File: src/rtl/cv32e40p_x_acc_resp.sv
// Accelerator-side x-interface responder: decodes, queues in order, and executes
// offloaded compute ops (fixed-latency ALU) and single-beat memory ops.
package cv32e40p_x_acc_pkg;
    typedef enum logic {
        MEM_READ  = 1'b0,
        MEM_WRITE = 1'b1
    } mem_req_type_e;
endpackage

module cv32e40p_x_acc_resp
    import cv32e40p_x_acc_pkg::*;
#(
    parameter int unsigned DEPTH    = 4,
    parameter int unsigned EXEC_LAT = 2
) (
    input  logic                 clk_i,
    input  logic                 rst_i,
    input  logic                 x_valid_i,
    output logic                 x_ready_o,
    input  logic [31:0]          x_instr_i,
    input  logic [1:0][31:0]     x_rs_i,
    input  logic [1:0]           x_rs_valid_i,
    input  logic                 x_rd_clean_i,
    output logic                 x_accept_o,
    output logic                 x_is_mem_op_o,
    output logic                 x_writeback_o,
    output logic                 x_rvalid_o,
    input  logic                 x_rready_i,
    output logic [4:0]           x_rwaddr_o,
    output logic [31:0]          x_rdata_o,
    output logic                 xmem_valid_o,
    input  logic                 xmem_ready_i,
    output mem_req_type_e        xmem_req_type_o,
    output logic [31:0]          xmem_addr_o,
    output logic [31:0]          xmem_wdata_o,
    output logic                 xmem_endoftransaction_o,
    input  logic                 xmem_rvalid_i,
    output logic                 xmem_rready_o
);

    localparam logic [6:0] OPC_COMP = 7'b0001011;
    localparam logic [6:0] OPC_MEM  = 7'b0101011;
    localparam int PTR_W = (DEPTH > 1) ? $clog2(DEPTH) : 1;
    localparam int OCC_W = PTR_W + 1;
    localparam int LAT_W = (EXEC_LAT > 1) ? $clog2(EXEC_LAT + 1) : 1;

    typedef struct packed {
        logic        is_mem;
        logic [1:0]  op;
        logic [4:0]  rd;
        logic [31:0] rs1;
        logic [31:0] rs2;
    } entry_t;

    typedef enum logic [2:0] {
        S_IDLE,
        S_EXEC,
        S_RESP,
        S_MREQ,
        S_MRESP
    } state_e;

    function automatic logic [31:0] alu_op(input logic [1:0] op,
                                           input logic signed [31:0] a,
                                           input logic signed [31:0] b);
        logic signed [31:0] r;
        case (op)
            2'b00:   r = a + b;
            2'b01:   r = a - b;
            2'b10:   r = a ^ b;
            default: r = a & b;
        endcase
        return r;
    endfunction

    logic [6:0]  opcode;
    logic [2:0]  funct3;
    logic [4:0]  rd;
    logic        dec_comp;
    logic        dec_mem;
    logic        full;
    logic        push;
    logic        pop;
    logic        res_load;
    logic        mreq_load;
    logic        unused_instr;
    entry_t      push_entry;
    entry_t      head;
    entry_t      q_mem [DEPTH];
    logic [PTR_W-1:0] wr_ptr_q;
    logic [PTR_W-1:0] rd_ptr_q;
    logic [OCC_W-1:0] occ_q;
    state_e      state_q;
    state_e      state_d;
    logic [LAT_W-1:0] cnt_q;
    logic [LAT_W-1:0] cnt_d;

    assign opcode       = x_instr_i[6:0];
    assign rd           = x_instr_i[11:7];
    assign funct3       = x_instr_i[14:12];
    assign unused_instr = ^x_instr_i[31:15];

    // Decode is purely combinational so accept/ready answer in the request cycle
    assign dec_comp      = (opcode == OPC_COMP) && !funct3[2];
    assign dec_mem       = (opcode == OPC_MEM) && (funct3[2:1] == 2'b00);
    assign x_accept_o    = dec_comp || dec_mem;
    assign x_is_mem_op_o = dec_mem;
    assign x_writeback_o = dec_comp && (rd != 5'd0);

    assign full      = (occ_q == OCC_W'(DEPTH));
    assign x_ready_o = !x_accept_o ||
                       (!full && (x_rs_valid_i == 2'b11) && (x_rd_clean_i || !x_writeback_o));
    assign push      = x_valid_i && x_ready_o && x_accept_o;

    assign push_entry = '{is_mem: dec_mem, op: funct3[1:0], rd: rd,
                          rs1: x_rs_i[0], rs2: x_rs_i[1]};
    assign head       = q_mem[rd_ptr_q];

    // Queue payload carries no reset; only pointers/occupancy qualify it
    always_ff @(posedge clk_i) begin
        if (push) begin
            q_mem[wr_ptr_q] <= push_entry;
        end
    end

    always_ff @(posedge clk_i or posedge rst_i) begin
        if (rst_i) begin
            wr_ptr_q <= '0;
            rd_ptr_q <= '0;
            occ_q    <= '0;
        end else begin
            if (push) wr_ptr_q <= wr_ptr_q + PTR_W'(1);
            if (pop)  rd_ptr_q <= rd_ptr_q + PTR_W'(1);
            case ({push, pop})
                2'b10:   occ_q <= occ_q + OCC_W'(1);
                2'b01:   occ_q <= occ_q - OCC_W'(1);
                default: occ_q <= occ_q;
            endcase
        end
    end

    always_ff @(posedge clk_i or posedge rst_i) begin
        if (rst_i) begin
            state_q <= S_IDLE;
            cnt_q   <= '0;
        end else begin
            state_q <= state_d;
            cnt_q   <= cnt_d;
        end
    end

    // Head entry stays in the queue until it retires, so it is read in place
    always_comb begin
        state_d   = state_q;
        cnt_d     = cnt_q;
        pop       = 1'b0;
        res_load  = 1'b0;
        mreq_load = 1'b0;
        case (state_q)
            S_IDLE: begin
                if (occ_q != '0) begin
                    if (head.is_mem) begin
                        state_d   = S_MREQ;
                        mreq_load = 1'b1;
                    end else begin
                        state_d = S_EXEC;
                        cnt_d   = LAT_W'(EXEC_LAT);
                    end
                end
            end
            S_EXEC: begin
                cnt_d = cnt_q - LAT_W'(1);
                if (cnt_q == LAT_W'(1)) begin
                    if (head.rd != 5'd0) begin
                        state_d  = S_RESP;
                        res_load = 1'b1;
                    end else begin
                        state_d = S_IDLE;
                        pop     = 1'b1;
                    end
                end
            end
            S_RESP: begin
                if (x_rready_i) begin
                    state_d = S_IDLE;
                    pop     = 1'b1;
                end
            end
            S_MREQ: begin
                if (xmem_ready_i) state_d = S_MRESP;
            end
            S_MRESP: begin
                if (xmem_rvalid_i) begin
                    state_d = S_IDLE;
                    pop     = 1'b1;
                end
            end
            default: state_d = S_IDLE;
        endcase
    end

    always_ff @(posedge clk_i or posedge rst_i) begin
        if (rst_i) begin
            x_rwaddr_o      <= '0;
            x_rdata_o       <= '0;
            xmem_addr_o     <= '0;
            xmem_wdata_o    <= '0;
            xmem_req_type_o <= MEM_READ;
        end else begin
            if (res_load) begin
                x_rwaddr_o <= head.rd;
                x_rdata_o  <= alu_op(head.op, head.rs1, head.rs2);
            end
            if (mreq_load) begin
                xmem_addr_o     <= head.rs1;
                xmem_wdata_o    <= head.rs2;
                xmem_req_type_o <= head.op[0] ? MEM_WRITE : MEM_READ;
            end
        end
    end

    assign x_rvalid_o              = (state_q == S_RESP);
    assign xmem_valid_o            = (state_q == S_MREQ);
    assign xmem_rready_o           = (state_q == S_MRESP);
    assign xmem_endoftransaction_o = xmem_valid_o;

endmodule

File: config.mk
export PLATFORM = sky130hd
export DESIGN_NAME = cv32e40p_x_acc_resp
export DESIGN_NICKNAME = d
export VERILOG_FILES = /design/src/rtl/cv32e40p_x_acc_resp.sv
export SDC_FILE = /design/constraint.sdc
export NUM_CORES = 1
export LEC_CHECK = 0
export CORE_AREA = 4 4 196 198
export CTS_CLUSTER_DIAMETER = 80
export DETAILED_ROUTE_END_ITERATION = 8
export DIE_AREA = 0 0 200 202
export GPL_ROUTABILITY_DRIVEN = 0
export GPL_TIMING_DRIVEN = 0
export HOLD_SLACK_MARGIN = 0.03
export PLACE_DENSITY = 0.84
export SYNTH_ARGS = -nofsm -noshare
export SYNTH_HDL_FRONTEND = slang
export SYNTH_SLANG_ARGS = --single-unit
File: constraint.sdc
create_clock -name clk_i -period 4.9 [get_ports clk_i]
set_input_delay 0.98 -clock clk_i [delete_from_list [all_inputs] [get_ports clk_i]]
set_output_delay 0.98 -clock clk_i [all_outputs]
set_load 0.1 [all_outputs]
Word-level counts from Yosys, hierarchy flattened
Memory sizes are Yosys's and may differ from the RTL's.
Index checks and enable logic that the tools add are counted.

cells by class
  add/subtract/negate cells = 7
  eq/ne operators = 19
  multiplexer cells = 27
  bitwise logic cells = 2
  reductions and logical operators = 24

operators with widths
  operator                                              count
  case mux 32 bit (3 select lines)                      1
  adder 32 bit                                          1
  bitwise AND 32 bit                                    1
  subtractor 32 bit                                     1
  bitwise XOR 32 bit                                    1
  two-way mux 3 bit                                     5
  case mux 3 bit (5 select lines)                       1
  two-way mux 1 bit                                     13
  != test 2 bit (second input constant)                 5
  nonzero test 5 bit                                    2
  two-way mux 2 bit                                     4
  equality test 7 x 4 -> 1 bit (second input constant)  1
  equality test 7 x 6 -> 1 bit (second input constant)  1
  logical AND 1 bit                                     7
  equality test 2 x 1 -> 1 bit (second input constant)  3
  equality test 2 bit (second input constant)           3
  equality test 3 x 2 -> 1 bit (second input constant)  2
  equality test 3 bit (second input constant)           2
  case mux 3 bit (2 select lines)                       1
  AND reduction 5 bit                                   1
  adder 2 x 1 -> 2 bit (second input constant)          2
  zero test 1 bit                                       4
  zero test 2 bit                                       2
  case mux 2 bit (2 select lines)                       1
  11 further kinds                                      14

word-level totals
  bits in registers = 114
  bits in writable memories = 288
  input bits = 105
  logic and storage cells = 90
  memories = 1

memory list
  name   words  bits a word  rd ports  clocked after memory_dff  write ports  RTL line  source
  q_mem  4      72           1         0                         1            89        entry_t q_mem [DEPTH];

Longest topological paths before layout
  word-level depth = 11
  mapped depth = 22

Worst setup path before layout
Ideal clock, no wire load.

  kind = input -> register
  start point = in x_instr_i[4]
  end point = mem q_mem[0][0] (netlist bit), enable pin
  setup time = 0.438 ns
  arrival time = 5.211 ns
  slack = -0.749 ns
  stages on the path = 6
  buffers on the path = 0
  cells stage by stage = nor4b_1 > nand4b_1 > a21oi_1 > nand2_1 > nor2_1 > and2_1

RTL lines
  what                                                                          RTL line  source
  from (decl)                                                                   20        input logic [31:0] x_instr_i,
  equality test 7 x 4 -> 1 bit or equality test 7 x 6 -> 1 bit (tied branches)  104, 105
  logical AND 1 bit, on equally long branches                                   104, 105
  logical OR 1 bit *                                                            106       assign x_accept_o = dec_comp || dec_mem;
  net x_accept_o                                                                24        output logic x_accept_o,
  zero test 1 bit                                                               111       assign x_ready_o = !x_accept_o ||
  logical OR 1 bit                                                              111
  logical AND 1 bit                                                             113       assign push = x_valid_i && x_ready_o && x_accept_o;
  logical AND 1 bit *                                                           113
  two-way mux 1 bit *                                                           121       if (push) begin
  two-way mux 1 bit (implied by the code) *                                     122       q_mem[wr_ptr_q] <= push_entry;
  to (decl)                                                                     89

The timed path passes the listed nets; every way through them passes the cells marked *.

==> reports/qor.yml <==
setup_path:
  r2r_cells: 19
  cp-end-kind: "flip-flop"
  cp.arrival_ps: 5360
  critPathKind: "flip-flop to flip-flop"
  start_kind: "flip-flop"
  max_stage_delay_ps: 610
  r2r_start: "rd_ptr_q[0]$_DFFE_PP0P_"
  crit_chain: "buf_6 > buf_12 > mux4_2 > or4_4 > nor2b_4 > buf_4 > a31oi_1 > nor2_1 > xor2_1 > ha_2 > a21oi_1 > o21ai_0 > o41ai_2 > nor2_1 > o31a_1 > o21a_1 > o22ai_1 > xnor2_1 > a221o_1"
  cp.required_ps: 5330
  reg2reg_to: "x_rdata_o[30]$_DFFE_PP0P_"
  path_buf_inv: 3
  cp_top_family: "compound AO/OA/AOI/OAI gates"
  slowest_stage: "mux4_2"
  crit_fanout: 6
  crit_path_frequent_cell: "nor2_1"
  r2r_slack_ps: -30
die:
  rows: 70
  die_w_um: 200
  core_area_mm2: 0.0365
  die_h_um: 202
  io_pins: 215
  die_area_mm2: 0.0404
  initial_core_util_pct: 49.6
layout:
  instances_no_fill: 1965
  design_area_mm2: 0.0228
  area_growth_pct: 25.9
  nets: 1639
  nFillCells: 2606
  drive_gt1_share_pct: 21.1
cts:
  clock_latency_ps: 560
  cts_buffers: 42
  cts_sinks: 402
  cts.reportedPaths.clkPinSlew_ps: 60
  htreeDepth: 2
  clockBufferDepth: 3
  clk_root_buffer_cell: "clkbuf_16"
  cts_tree: "yes"
logic_synthesis:
  synth_ff_type: "edfxtp_1"
  synth_top_area_cell: "edfxtp_1"
  yosys.area.top_type_share_pct: 47.7
  ys_ff_latch: 402
  netlist_instances: 1181
  synth_edf_count: 288
  avgSynthCellArea_um2: 15.3
  synth.distinct_cells: 71
  yosysWarnings: 0
  syn-cell-area_mm2: 0.0181
  synth_nets: 1358
  synth-seq-area-share_pct: 63.5
  synth_area_leaders: "edfxtp_1 48%, dfrtp_1 16%, mux4_2 8.4%, ha_1 4.8%, mux2_2 3.8%"
  synthArstFlopShare_pct: 28.4
global_route:
  grt_pass1_wl_um: 70000
  antenna_found_initial: 6
  grt_use_total_pct: 23.0
  grt_pass1_vias: 11900
  grt_overflow: 0
  grt_max_degree: 80
timing:
  rsz0062_at_grt: "true"
  fmax_ghz: 0.203
  hold_violations: 0
  setup_violations: 2
  hold_ws_ps: 482
  fin_crit_sh_pct: 101
  slew_violations: 0
  slew_headroom_pct: 23.5
  clock_skew_ps: 14.6
  tightest_slew_ps: 1140
  worst_slack_ps: -29.8
  finalCriticalPeriod_ps: 4930
route:
  via_per_inst: 5.94
  wirelength_um: 46300
  ant_nets: 0
  num_vias: 11700
  wl_per_cell_um: 23.6
  drt_pass1_iterations: 5
  drc: 0
  initialDrtViolationCount: 1016
hold_path:
  min_from: "x_rdata_o[8]$_DFFE_PP0P_"
  hold_path.class: "flip-flop to flip-flop"
  holdPathStages: 2
  min_to: "x_rdata_o[8]$_DFFE_PP0P_"
placed_design:
  placed_area_mm2: 0.0208
  post-place-ws_ps: -1670
  port_buffers: 197
  hpwlAfterDp_um: 31900
  dp.cells: 1851
run_status:
  failed_checks: "setup timing"
  status: "complete, but fails checks"
run:
  max_cap_viol_count: 0
sequential cells by signal, summed over array words and instances (netlist names):
register         count
cnt_q                2
occ_q                3
q_mem              288
rd_ptr_q             2
state_q              3
wr_ptr_q             2
x_rdata_o           32
x_rwaddr_o           5
xmem_addr_o         32
xmem_req_type_o      1
xmem_wdata_o        32
metrics by stage:
stage | util [%] | TNS [ps]
finish | 62.5 | -56.7
global route | 62.5 | -1090
CTS | 61.7 | 0
detailed placement | 57.1 | -24850
global placement | 56.7 | -147470
floorplan | - | 0
worst register-to-register path, stage by stage (launching register included):
cell	delay, ps
dfrtp_1	340
buf_6	130
buf_12	110
mux4_2	610
or4_4	580
nor2b_4	180
buf_4	140
a31oi_1	120
nor2_1	160
xor2_1	190
ha_2	340
a21oi_1	140
o21ai_0	190
o41ai_2	370
nor2_1	120
o31a_1	280
o21a_1	220
o22ai_1	160
xnor2_1	100
a221o_1	320
cell families (layout without fill, tap and decap cells):
kind of cell | Yosys count | after routing | synth area share (%)
simple gates | 223 | 223 | 5.88
mux | 162 | 162 | 14.3
xor+xnor | 60 | 60 | 2.90
other cells | 0 | 1 | 0
compound gates | 192 | 192 | 6.63
flops | 402 | 402 | 63.5
fa+ha+maj | 72 | 72 | 5.05
buf+inv | 70 | 385 | 1.75
area by class of cell:
cell class	count	area, um^2	area share, %
inverter	20	80.1	0.351
buffer	48	304	1.33
tap	468	586	2.57
sequential	402	11500	50.4
clock inverter	17	196	0.861
clock buffer	61	1220	5.33
multi-input combinational	709	6530	28.6
timing repair buffer	239	2420	10.6
antenna	1	2.50	0.0110
worst max-delay path by stage:
stage | startpoint | to | slack, ps | cells past startpoint
after floorplan | rd_ptr_q[1]$_DFFE_PP0P_ | x_rdata_o[31]$_DFFE_PP0P_ | 9 | 20
after global placement | rd_ptr_q[1]$_DFFE_PP0P_ | x_rdata_o[31]$_DFFE_PP0P_ | -1490 | 19
after detailed placement | rd_ptr_q[1]$_DFFE_PP0P_ | x_rdata_o[31]$_DFFE_PP0P_ | -1670 | 20
after CTS | rd_ptr_q[0]$_DFFE_PP0P_ | x_rdata_o[31]$_DFFE_PP0P_ | 4 | 18
after global routing | rd_ptr_q[0]$_DFFE_PP0P_ | x_rdata_o[30]$_DFFE_PP0P_ | -230 | 21
final | rd_ptr_q[0]$_DFFE_PP0P_ | x_rdata_o[30]$_DFFE_PP0P_ | -30 | 19
cells in the final DEF (no fill, tap or decap), drive strengths merged, types with 58 or more instances in the layout:
cell           count
edfxtp           288
clkdlybuf4s50    197
dfrtp            114
clkbuf            81
nand2             80
mux4              71
ha                70
buf               70
mux2              61
nor2              60
o21ai             58
cell usage after synthesis (12+ instances only):
master and instances:
mux2i_1 30, mux2_2 61, nor2_1 59, nand3_1 12
buf_2 13, xor2_1 20, o21ai_0 55, edfxtp_1 288
nand2_1 79, a21oi_1 53, xnor2_1 40, clkbuf_1 21
inv_1 20, dfrtp_1 114, ha_1 70, mux4_2 68
nor3_1 14
per-layer routing:
metal	part of all wire [%]	GRT usage, %	vias to the layer above	wire length [um]
met2	49	37.0	531	22600
met3	8.7	5.70	114	4050
met1	39	30.6	5881	18100
li1	-	-	5127	-
met5	0.16	0	-	76
met4	3.1	8.32	10	1440
what timing repair did:
item / in CTS / in global routing
hold buffers: 0 / 0
gates resized for setup: 55 / 24
hold endpoints to repair: 0 / 0
pin swaps: 11 / 20
endpoints found under the setup margin: 29 / 12
buffers inserted: 18 / 19
Power is not shown: default switching activity piles up to over one toggle a cycle in this logic, so the estimate is an artifact.
